===== src/rtl/dac_serializer.sv =====
// Codec DAC serializer: FIFO-buffered stereo pairs shifted MSB-first onto AUD_DACDAT.
// Define DAC_SERIALIZER_I2S_MODE_EN for I2S (one-BCLK delayed) timing; default is left-justified.
module dac_serializer #(
    parameter int DATA_W     = 24,
    parameter int FIFO_DEPTH = 4
) (
    input  logic                          clk,
    input  logic                          reset,
    input  logic                          write,
    input  logic [DATA_W-1:0]             writedata_left,
    input  logic [DATA_W-1:0]             writedata_right,
    output logic                          write_ready,
    input  logic                          aud_bclk,
    input  logic                          aud_daclrck,
    output logic                          aud_dacdat,
    output logic                          underflow,
    output logic [$clog2(FIFO_DEPTH):0]   fifo_count
);

    localparam int PTR_W = $clog2(FIFO_DEPTH);
    localparam int CNT_W = PTR_W + 1;
    localparam int BIT_W = $clog2(DATA_W + 1);

    typedef enum logic {IDLE, ACTIVE} state_t;

    state_t                state_q, state_d;
    logic [1:0]            bclkSync_q, lrckSync_q;
    logic                  bclkHist_q;
    logic                  lrck_q, lrck_d;
    logic [PTR_W-1:0]      wrPtr_q, wrPtr_d, rdPtr_q, rdPtr_d;
    logic [CNT_W-1:0]      count_q, count_d;
    logic [2*DATA_W-1:0]   fifoMem [FIFO_DEPTH];
    logic [2*DATA_W-1:0]   headEntry;
    logic [DATA_W-1:0]     shift_q, shift_d, holdRight_q, holdRight_d;
    logic [BIT_W-1:0]      bitCnt_q, bitCnt_d;
    logic                  dacdat_q, dacdat_d, underflow_q, underflow_d;
    logic                  bclkFall, lrckSample, lrckEdge, frameStart, rightStart;
    logic                  push, pop, startLoad;
    logic [DATA_W-1:0]     loadWord;

    // lrck_q holds the previous bclk-fall sample, so an edge is flagged on the same fall pulse
    assign bclkFall    = bclkHist_q & ~bclkSync_q[1];
    assign lrckSample  = lrckSync_q[1];
    assign lrckEdge    = bclkFall && (lrckSample != lrck_q);
    assign frameStart  = lrckEdge && !lrckSample;
    assign rightStart  = lrckEdge && lrckSample;
    assign write_ready = (count_q != CNT_W'(FIFO_DEPTH));
    assign push        = write && write_ready;
    assign headEntry   = fifoMem[rdPtr_q];

    assign aud_dacdat  = dacdat_q;
    assign underflow   = underflow_q;
    assign fifo_count  = count_q;

    always_ff @(posedge clk or negedge reset) begin
        if (!reset) begin
            bclkSync_q <= '0;
            lrckSync_q <= '0;
            bclkHist_q <= 1'b0;
        end else begin
            bclkSync_q <= {bclkSync_q[0], aud_bclk};
            lrckSync_q <= {lrckSync_q[0], aud_daclrck};
            bclkHist_q <= bclkSync_q[1];
        end
    end

    always_ff @(posedge clk) begin
        if (push) begin
            fifoMem[wrPtr_q] <= {writedata_left, writedata_right};
        end
    end

    always_comb begin
        state_d     = state_q;
        lrck_d      = lrck_q;
        wrPtr_d     = wrPtr_q;
        rdPtr_d     = rdPtr_q;
        shift_d     = shift_q;
        holdRight_d = holdRight_q;
        bitCnt_d    = bitCnt_q;
        dacdat_d    = dacdat_q;
        underflow_d = underflow_q;
        pop         = 1'b0;
        startLoad   = 1'b0;
        loadWord    = '0;

        if (bclkFall) begin
            lrck_d = lrckSample;
        end
        if (push) begin
            wrPtr_d = wrPtr_q + PTR_W'(1);
        end

        if (state_q == IDLE) begin
            dacdat_d = 1'b0;
            if (frameStart) begin
                state_d = ACTIVE;
            end
        end

        // The edge that leaves IDLE is itself a frame start, avoiding a half frame
        if (frameStart) begin
            startLoad = 1'b1;
            if (count_q != '0) begin
                pop         = 1'b1;
                loadWord    = headEntry[2*DATA_W-1:DATA_W];
                holdRight_d = headEntry[DATA_W-1:0];
                rdPtr_d     = rdPtr_q + PTR_W'(1);
            end else begin
                holdRight_d = '0;
                underflow_d = 1'b1;
            end
        end else if (rightStart && state_q == ACTIVE) begin
            startLoad = 1'b1;
            loadWord  = holdRight_q;
        end

        if (startLoad) begin
`ifdef DAC_SERIALIZER_I2S_MODE_EN
            dacdat_d = 1'b0;
            shift_d  = loadWord;
            bitCnt_d = BIT_W'(DATA_W);
`else
            dacdat_d = loadWord[DATA_W-1];
            shift_d  = loadWord << 1;
            bitCnt_d = BIT_W'(DATA_W - 1);
`endif
        end else if (bclkFall && state_q == ACTIVE) begin
            if (bitCnt_q != '0) begin
                dacdat_d = shift_q[DATA_W-1];
                shift_d  = shift_q << 1;
                bitCnt_d = bitCnt_q - BIT_W'(1);
            end else begin
                dacdat_d = 1'b0;
            end
        end

        case ({push, pop})
            2'b10:   count_d = count_q + CNT_W'(1);
            2'b01:   count_d = count_q - CNT_W'(1);
            default: count_d = count_q;
        endcase
    end

    always_ff @(posedge clk or negedge reset) begin
        if (!reset) begin
            state_q     <= IDLE;
            lrck_q      <= 1'b0;
            wrPtr_q     <= '0;
            rdPtr_q     <= '0;
            count_q     <= '0;
            shift_q     <= '0;
            holdRight_q <= '0;
            bitCnt_q    <= '0;
            dacdat_q    <= 1'b0;
            underflow_q <= 1'b0;
        end else begin
            state_q     <= state_d;
            lrck_q      <= lrck_d;
            wrPtr_q     <= wrPtr_d;
            rdPtr_q     <= rdPtr_d;
            count_q     <= count_d;
            shift_q     <= shift_d;
            holdRight_q <= holdRight_d;
            bitCnt_q    <= bitCnt_d;
            dacdat_q    <= dacdat_d;
            underflow_q <= underflow_d;
        end
    end

endmodule


===== config.mk =====
export PLATFORM = sky130hd
export DESIGN_NAME = dac_serializer
export DESIGN_NICKNAME = d
export VERILOG_FILES = /design/src/rtl/dac_serializer.sv
export SDC_FILE = /design/constraint.sdc
export NUM_CORES = 1
export LEC_CHECK = 0
export CELL_PAD_IN_SITES_DETAIL_PLACEMENT = 1
export CELL_PAD_IN_SITES_GLOBAL_PLACEMENT = 1
export CORE_ASPECT_RATIO = 0.9
export CORE_UTILIZATION = 41
export CTS_CLUSTER_DIAMETER = 200
export DETAILED_ROUTE_END_ITERATION = 6
export GPL_ROUTABILITY_DRIVEN = 0
export PLACE_DENSITY_LB_ADDON = 0.25
export REMOVE_ABC_BUFFERS = 1
export SYNTH_ARGS = -nofsm -noshare
export SYNTH_HDL_FRONTEND = slang
export SYNTH_SLANG_ARGS = --single-unit

===== constraint.sdc =====
create_clock -name clk -period 5.25 [get_ports clk]
set_input_delay 1.575 -clock clk [delete_from_list [all_inputs] [get_ports clk]]
set_output_delay 1.575 -clock clk [all_outputs]
set_load 0.01 [all_outputs]

==> flow_metrics.py <==
metrics = {
    "drt": {
        "drt_pass1_iterations": 7,
        "drc": 6,
        "ant_nets": 0,
        "via_per_inst": 5.29,
        "wirelength_mm": 19.5,
        "drtIter0Drc": 244,
        "wl_per_cell_um": 20.8,
        "vias": 4981,
    },
    "cts": {
        "worstSkewPairLatency_ns": 0.54,
        "path_clk_slew_ns": 0.07,
        "hold_buffers": 0,
        "clockBufferDepth": 3,
        "clock_sinks": 260,
        "cts_setup_buffers": 0,
        "cts_tree": "built",
        "cts_max_level": 1,
        "numCtsBuffers": 27,
        "cts_root_buffer": "clkbuf_16",
        "post_cts_resized": 0,
    },
    "power_and_ir_drop": {
        "peakVddDrop_mv": 0.377,
        "power_uw": 6370,
        "powerDensity_nw_per_um2": 543,
        "power_leakage_uw": 0.00414,
    },
    "sta": {
        "min_period_ns": 3.42,
        "tightest_slew_ns": 1.12,
        "hold_viol": 0,
        "maxSlewHeadroom": 0.250,
        "tns_ns": 0,
        "post-route-period-util": 0.651,
        "finalSetupViolCount": 0,
        "drv_slew": 0,
        "final.setup_skew_ns": 0.0186,
        "fin_ws_ns": 1.83,
        "fmax_mhz": 293,
        "rsz0062_at_grt": "false",
    },
    "floorplanning": {
        "die_y_um": 149,
        "die_area_um2": 24700,
        "start_util": 0.420,
        "die_w_um": 165,
        "ios": 59,
        "coreArea_um2": 23500,
        "rows": 53,
    },
    "global_route": {
        "antenna_found_initial": 0,
        "first_global_vias": 5601,
        "use_met2": 0.288,
        "met1_usage": 0.235,
        "grt_max_degree": 52,
        "use_met3": 0.0259,
        "grtUsageTotal": 0.171,
        "grt_pass1_wl_mm": 31.7,
        "grt.overflow.total": 0,
        "busiest_layer": "met2",
    },
    "layout": {
        "multi_input_area_um2": 2230,
        "layout-drive-gt1-share": 0.185,
        "diodes": 0,
        "fin_nets": 678,
        "regArea_um2": 7470,
        "layout-area-overhead-vs-synth_pct": 19.0,
        "final_core_util": 0.500,
        "nFillCells": 2189,
    },
    "synth": {
        "synth_area_leader_cell": "edfxtp_1",
        "synth-edff-count": 192,
        "syn-cell-area_um2": 9860,
        "yosysWarnings": 0,
        "synth_top_cells_by_area": "edfxtp_1, dfrtp_1, mux4_2, nand2_1, a31oi_1",
        "synth_flop_cell": "edfxtp_1",
        "ys_seq_area_frac": 0.757,
        "ys_ff_latch": 260,
        "synthDominantCellAreaShare": 0.585,
        "ys_top_cells_by_count": "edfxtp_1, nand2_1, dfrtp_1",
        "yosysMostFrequentCell": "edfxtp_1",
        "async_flop_share": 0.262,
        "syn_area_per_cell_um2": 18.1,
        "synth_cell_types": 41,
        "synthCells": 546,
    },
    "worst_hold_path": {
        "hold_class": "flop to flop",
    },
    "worst_setup_path": {
        "path_buf_inv": 2,
        "critPathTopFamily": "buffers and inverters",
        "end_kind": "output pin",
        "critPathKind": "flop to output pin",
        "cp_data_required_time_ns": 3.68,
        "slowest_delay_ns": 0.58,
        "worstPathMaxFanout": 6,
        "crit_chain": "inv_1 -> nand3_1 -> clkdlybuf4s50_1",
        "cp_slowest_cell": "clkdlybuf4s50_1",
        "cp-start-kind": "flop",
        "crit_arrival_ns": 1.84,
    },
    "run_status": {
        "status": "complete, but fails checks",
        "violations": "design-rule violations",
    },
    "placement": {
        "port_buffers": 58,
        "place_hpwl_mm": 12.1,
        "place_ws_ns": 1.79,
    },
    "run": {
        "drv_cap": 0,
    },
}
==> logic make-up (layout without fill, tap and decap cells) <==
logic type / count (synthesis) / in the layout / synth area share
buffers and inverters: 37 / 130 / 0.0176
multiplexers: 52 / 52 / 0.114
AND/OR/NAND/NOR: 125 / 125 / 0.0547
flip-flops: 260 / 260 / 0.757
XOR/XNOR: 10 / 10 / 0.00888
adder cells (fa/ha/maj): 7 / 7 / 0.00964
AO/OA/AOI/OAI: 55 / 55 / 0.0382
==> worst register-to-register path, cell delays in order (launching register included) <==
cell and delay [ns]:
dfrtp_1 0.45, nand4bb_1 0.23, buf_4 0.27, nor2_4 0.14, buf_4 0.46, ha_1 0.30, inv_1 0.07, fa_1 0.37
xor2_1 0.15, nor2_1 0.11, xor2_1 0.15
==> area by class of cell <==
type,count,share of cell area
Sequential cell,260,0.637
Multi-Input combinational cell,249,0.190
Clock buffer,33,0.0629
Timing Repair Buffer,71,0.0574
Tap cell,302,0.0322
Clock inverter,17,0.0175
Inverter,9,0.00288
==> flip-flops by register name (all words and copies together) (netlist names), 2 cells and up <==
signal	flops
bclkSync_q	2
bitCnt_q	5
fifoMem	192
fifo_count	3
holdRight_q	24
lrckSync_q	2
rdPtr_q	2
shift_q	23
wrPtr_q	2
==> cell usage in the layout, fill, tap and decap left out, types with 5 or more instances in the layout <==
cell type        netlist  routed
edfxtp_1             192     192
nand2_1               98      98
dfrtp_1               68      66
clkdlybuf4s50_1        0      57
mux4_2                48      48
clkbuf_16              0      27
o22ai_1               21      21
a31oi_1               21      21
buf_4                  2      13
inv_1                  9       9
xor2_1                 6       6
ha_1                   6       6
and3_2                 1       5
clkinv_2               0       5
==> per-stage QoR <==
stage	hold WS, ns	cell area, µm²	cells
final	0.351	11700	941
after global routing	0.371	11700	941
after CTS	0.352	11700	941
after detailed placement	0.337	10800	891
after global placement	0.339	10800	891
after floorplan	0.331	9720	518
==> per-layer routing <==
metal  part of all wire  up-vias
li1                   -     2259
met1               0.45     2610
met2               0.50       86
met3              0.038       26
met4              0.019        0
met5                  0        -
==> path summary, 6_finish.rpt <==
kind | slack, ns | end | cells after the start | from
setup / recovery | 1.83 | write_ready | 3 | fifo_count[0]
hold / removal | 0.35 | lrckSync_q[1] | 0 | lrckSync_q[0]
setup reg to reg | 2.49 | fifo_count[2] | 10 | lrckSync_q[1]
hold reg to reg | 0.35 | lrckSync_q[1] | 0 | lrckSync_q[0]
max in group asynchronous | 3.10 | shift_q[8] | 2 | reset
min in group asynchronous | 1.20 | shift_q[17] | 1 | reset
==> power breakdown <==
part	internal [µW]	total, µW	switching (µW)
clock network	1200	1990	786
logic	662	1290	625
registers	2780	3100	321
total	4640	6370	1730
No activity file was read; power rests on OpenSTA's default activity.
